===== src/rtl/vpipe_pkg.sv =====
// rtl/vpipe_pkg.sv - shared vpipe types, widths and the expected-result function
// Entry layout and comp() are shared with the downstream stage model.
package vpipe_pkg;

   localparam int DW_DEFAULT = 4;
   localparam int SEQ_W      = 4;

   typedef struct packed {
      logic [DW_DEFAULT-1:0] data;
      logic                  track;
      logic [SEQ_W-1:0]      seq;
   } entry_t;

   // x*2+1 with the carry out of the top bit discarded
   function automatic logic [DW_DEFAULT-1:0] comp(input logic [DW_DEFAULT-1:0] x);
      return {x[DW_DEFAULT-2:0], 1'b1};
   endfunction

endpackage


===== src/rtl/vpipe_fifo.sv =====
// rtl/vpipe_fifo.sv - circular buffer with occupancy count for the issue stage
// Callers qualify push_i/pop_i with full_o/empty_o; this block trusts them.
module vpipe_fifo
   import vpipe_pkg::*;
#(
   parameter int W     = 9,
   parameter int DEPTH = 2
) (
   input  logic                       clk,
   input  logic                       rst,
   input  logic                       push_i,
   input  logic [W-1:0]               push_data_i,
   input  logic                       pop_i,
   output logic [W-1:0]               head_o,
   output logic [$clog2(DEPTH):0]     count_o,
   output logic                       full_o,
   output logic                       empty_o
);

   localparam int AW = $clog2(DEPTH);
   localparam int CW = AW + 1;

   logic [W-1:0]  mem_q [DEPTH];
   logic [AW-1:0] wr_ptr_q, wr_ptr_d;
   logic [AW-1:0] rd_ptr_q, rd_ptr_d;
   logic [CW-1:0] count_q, count_d;

   always_comb begin
      wr_ptr_d = wr_ptr_q;
      rd_ptr_d = rd_ptr_q;
      count_d  = count_q + CW'(push_i) - CW'(pop_i);
      if (push_i) wr_ptr_d = wr_ptr_q + 1'b1;
      if (pop_i)  rd_ptr_d = rd_ptr_q + 1'b1;
   end

   always_ff @(posedge clk) begin
      if (rst) begin
         wr_ptr_q <= '0;
         rd_ptr_q <= '0;
         count_q  <= '0;
      end else begin
         wr_ptr_q <= wr_ptr_d;
         rd_ptr_q <= rd_ptr_d;
         count_q  <= count_d;
      end
   end

   // Storage needs no reset: nothing is read while count is zero.
   always_ff @(posedge clk) begin
      if (!rst && push_i) mem_q[wr_ptr_q] <= push_data_i;
   end

   assign head_o  = mem_q[rd_ptr_q];
   assign count_o = count_q;
   assign full_o  = (count_q == CW'(DEPTH));
   assign empty_o = (count_q == '0);

endmodule


===== src/rtl/vpipe_issue_stage.sv =====
// rtl/vpipe_issue_stage.sv - operand issue stage with FIFO, sequence tags and tracked-instruction capture
// Exactly one pushed operand per reset epoch is tagged as tracked and its operand/result held stable.
module vpipe_issue_stage
   import vpipe_pkg::*;
#(
   parameter int DW    = DW_DEFAULT,
   parameter int DEPTH = 2
) (
   input  logic                   clk,
   input  logic                   rst,
   input  logic                   in_valid,
   input  logic [DW-1:0]          in_data,
   input  logic                   in_track,
   output logic                   in_ready,
   output logic                   out_valid,
   output logic [DW-1:0]          out_data,
   output logic                   out_track,
   output logic [SEQ_W-1:0]       out_seq,
   input  logic                   out_ready,
   output logic [DW-1:0]          track_val,
   output logic [DW-1:0]          track_exp,
   output logic                   track_armed,
   output logic                   track_done,
   output logic [$clog2(DEPTH):0] count
);

   localparam int EW = DW + 1 + SEQ_W;

   logic          push, pop, full, empty, track_push;
   logic [EW-1:0] wr_entry, rd_entry;

   logic [SEQ_W-1:0] seq_q, seq_d;
   logic             track_armed_q, track_armed_d;
   logic             track_done_q, track_done_d;
   logic [DW-1:0]    track_val_q, track_val_d;
   logic [DW-1:0]    track_exp_q, track_exp_d;

   // in_ready comes only from registered occupancy, never from out_ready
   assign in_ready   = !full;
   assign out_valid  = !empty;
   assign push       = in_valid && in_ready;
   assign pop        = out_valid && out_ready;
   assign track_push = push && in_track && !track_armed_q;
   assign wr_entry   = {in_data, track_push, seq_q};

   vpipe_fifo #(
      .W     (EW),
      .DEPTH (DEPTH)
   ) u_fifo (
      .clk         (clk),
      .rst         (rst),
      .push_i      (push),
      .push_data_i (wr_entry),
      .pop_i       (pop),
      .head_o      (rd_entry),
      .count_o     (count),
      .full_o      (full),
      .empty_o     (empty)
   );

   assign out_data  = rd_entry[EW-1 -: DW];
   assign out_track = rd_entry[SEQ_W];
   assign out_seq   = rd_entry[SEQ_W-1:0];

   always_comb begin
      seq_d         = seq_q;
      track_armed_d = track_armed_q;
      track_done_d  = track_done_q;
      track_val_d   = track_val_q;
      track_exp_d   = {track_val_q[DW-2:0], 1'b1};
      if (push) seq_d = seq_q + 1'b1;
      if (track_push) begin
         track_armed_d = 1'b1;
         track_val_d   = in_data;
      end
      if (pop && out_track) track_done_d = 1'b1;
   end

   always_ff @(posedge clk) begin
      if (rst) begin
         seq_q         <= '0;
         track_armed_q <= 1'b0;
         track_done_q  <= 1'b0;
         track_val_q   <= '0;
         track_exp_q   <= DW'(1);
      end else begin
         seq_q         <= seq_d;
         track_armed_q <= track_armed_d;
         track_done_q  <= track_done_d;
         track_val_q   <= track_val_d;
         track_exp_q   <= track_exp_d;
      end
   end

   assign track_armed = track_armed_q;
   assign track_done  = track_done_q;
   assign track_val   = track_val_q;
   assign track_exp   = track_exp_q;

endmodule


===== config.mk =====
export PLATFORM = sky130hd
export DESIGN_NAME = vpipe_issue_stage
export DESIGN_NICKNAME = d
export VERILOG_FILES = /design/src/rtl/vpipe_pkg.sv /design/src/rtl/vpipe_fifo.sv /design/src/rtl/vpipe_issue_stage.sv
export SDC_FILE = /design/constraint.sdc
export NUM_CORES = 1
export LEC_CHECK = 0
export CELL_PAD_IN_SITES_DETAIL_PLACEMENT = 1
export CELL_PAD_IN_SITES_GLOBAL_PLACEMENT = 1
export CORE_ASPECT_RATIO = 0.8
export CORE_MARGIN = 2
export CORE_UTILIZATION = 39
export DETAILED_ROUTE_END_ITERATION = 8
export PLACE_DENSITY = 0.85
export RECOVER_POWER = 100
export SETUP_SLACK_MARGIN = 0.1
export SLEW_MARGIN = 20
export SYNTH_ARGS = -nofsm -noshare
export SYNTH_HDL_FRONTEND = slang
export SYNTH_HIERARCHICAL = 1
export SYNTH_SLANG_ARGS = --single-unit

===== constraint.sdc =====
create_clock -name clk -period 2.3 [get_ports clk]
set_input_delay 0.575 -clock clk [delete_from_list [all_inputs] [get_ports clk]]
set_output_delay 0.575 -clock clk [all_outputs]
set_load 0.05 [all_outputs]

==> results.cfg <==
[sta]
rsz0062_at_grt = no
relSlewSlack_pct = 60.9
fmax_ghz = 0.468
slew_violations = 0
finalSetupViolCount = 0
fin_setup_tns_ns = 0
fin_worst_skew_ns = 0.00478
worst_slew_pin_slew_ns = 0.590
finalCriticalPeriod_ns = 2.14
period_share_pct = 93.0
final-hold-violation-count = 0

[grt]
grtUsageTotal_pct = 15.4
grt_pass1_wl_um = 4530
grt_max_degree = 12
grt_pass1_vias = 909
antenna_found_initial = 0
gr-total-overflow = 0

[power]
finalPower_mw = 2.16
power_density_mw_per_mm2 = 1210
peakVddDrop_mv = 0.774
cellLeakagePower_nw = 0.730

[die]
die_h_um = 57.2
die-area_sq_mm = 0.00403
rows = 19
die_x_um = 70.4
start_util_pct = 40.5
fp.coreArea_sq_mm = 0.00340
ioPinCount = 32

[critical_path]
cpPeakStageDelay_ns = 0.57
cp.required_ns = 2.27
critPathArrivalTime_ns = 2.11
path_cells = dlygate4sd3_1, nor2b_1, clkbuf_1, nor3b_2, clkbuf_2
reg2reg_from = u_fifo/count_o[1]
path_class = primary input to register
crit_path_start = in_valid
path_delay_family = buffers and inverters
critPathLaunchType = primary input
end_kind = register
cp_max_fo = 9
critPathSlowestCell = dlygate4sd3_1
path_buf_inv = 3

[routing]
wirelength_um = 2690
initialDrtViolationCount = 35
drcViolationCount = 0
via_per_inst = 4.56
route.vias.total = 825
firstDrtPassIters = 4
wire_per_inst_um = 14.9
ant_nets = 0

[yosys]
async_reset_ff_share_pct = 0
synth_edf_count = 18
avgSynthCellArea_sq_um = 13.9
synth_ff_type = edfxtp_1
synth_area_leaders = edfxtp_1 39%, dfxtp_1 26%, mux2_1 7.4%
synth_seq_area_share_pct = 65.4
yosysTopAreaCell = edfxtp_1
synth_cells = 99
ys_ff_latch = 36
synthesis.nets = 111
netlist_area_sq_mm = 0.00138
synth_top_area_share_pct = 39.2
synth_common_cells = 18 x dfxtp_1, 18 x edfxtp_1, 15 x nor2_1
ys_warn_count = 6
ys_types = 23

[clock_network]
htreeDepth = 2
clk_pin_slew_ns = 0.06
worstSkewPairLatency_ns = 0.28
cts_buffers = 5
cts_sinks = 36
postCtsSetupBuffers = 0
cts_tree = done
root_buffer = clkbuf_8
ctsLongestPathBuffers = 2

[final_layout]
fin_nets = 150
diodes = 0
drive_gt1_share_pct = 15.1
area_growth_pct = 29.6
fillCellCount = 345
instances_no_fill = 181
fin_area_sq_mm = 0.00179

[hold_path]
hold_class = register to register
worstHoldStart = track_done

[run]
maxCapViolCount = 0

[placement]
globalplace.congestion = 0.687
io_buffers = 30
dpl_cell_area_sq_mm = 0.00173
dp_hpwl_um = 2050
dp.cells = 173

[outcome]
run_status = completed
cell families after synthesis:
logic type               share of synthesized area (%)
AO/OA/AOI/OAI                                    0.727
XOR/XNOR                                          4.18
adder cells (fa/ha/maj)                           2.73
buffers and inverters                             3.36
flip-flops                                        65.4
multiplexers                                      12.1
other                                            0.272
AND/OR/NAND/NOR                                   11.3
power by group:
| part | internal [mW] | switching, mW |
|---|---|---|
| sequential | 0.769 | 0.0740 |
| combinational | 0.259 | 0.520 |
| clock | 0.321 | 0.211 |
what timing repair did:
action,in CTS,in global routing
gates cloned,0,0
gates resized for setup,1,2
hold buffers,0,0
endpoints found under the setup margin,1,2
state kept, by name (all words and copies together), names as in the netlist, named ones only:
signal / cells
track_exp: 3
seq_q: 4
u_fifo/rd_ptr_q: 1
u_fifo/mem_q: 18
track_armed: 1
track_done: 1
u_fifo/wr_ptr_q: 1
track_val: 4
u_fifo/count_o: 2
cells in the final DEF, fill, tap and decap left out, types with 2 or more instances in the layout:
master,count
a21oi_1,2
buf_4,2
mux2i_1,5
nor2b_1,8
edfxtp_1,18
dlygate4sd3_1,18
mux2_1,9
dfxtp_1,18
inv_1,4
clkbuf_1,6
clkbuf_2,10
ha_1,3
clkbuf_8,5
nor2_1,15
xnor2_1,3
path summary, 6_finish.rpt:
| kind | endpoint | slack (ns) | depth (start not counted) |
|---|---|---|---|
| min | track_done | 0.48 | 2 |
| max reg2reg | u_fifo/mem_q[0][4] | 0.52 | 5 |
| max | u_fifo/mem_q[0][4] | 0.16 | 5 |
| min reg2reg | track_done | 0.48 | 2 |
final cells by class:
type	count	area, sq um	share of cell area [%]
inverter	4	15.0	0.841
multi-input combinational	54	427	23.9
sequential	36	901	50.5
tap	42	52.6	2.94
clock inverter	2	35.0	1.96
timing repair buffer	37	283	15.8
clock buffer	6	72.6	4.06
metal layers:
layer  up-vias  share of wire, %  GRT usage (%)
li1        415                 -              -
met1       381                44           18.1
met2        25                50           25.1
met3         4               5.2           5.65
met4         0               1.4           7.42
met5         -                 0              0
metrics by stage:
stage          setup slack (ns)  utilization (%)  hold slack (ns)
2_1_floorplan             0.376                -            0.440
3_3_place_gp              0.269             51.0            0.462
3_5_place_dp              0.172             51.0            0.482
4_1_cts                   0.101             54.1            0.490
5_1_grt                  0.0880             52.5            0.510
6_report                  0.162             52.5            0.480
tightest hold or removal path, cell delays in order, from the launching register on:
cell     delay [ns]
dfxtp_1        0.33
a21oi_1        0.05
nor2_1         0.07
No activity file was read; power rests on OpenSTA's default activity.
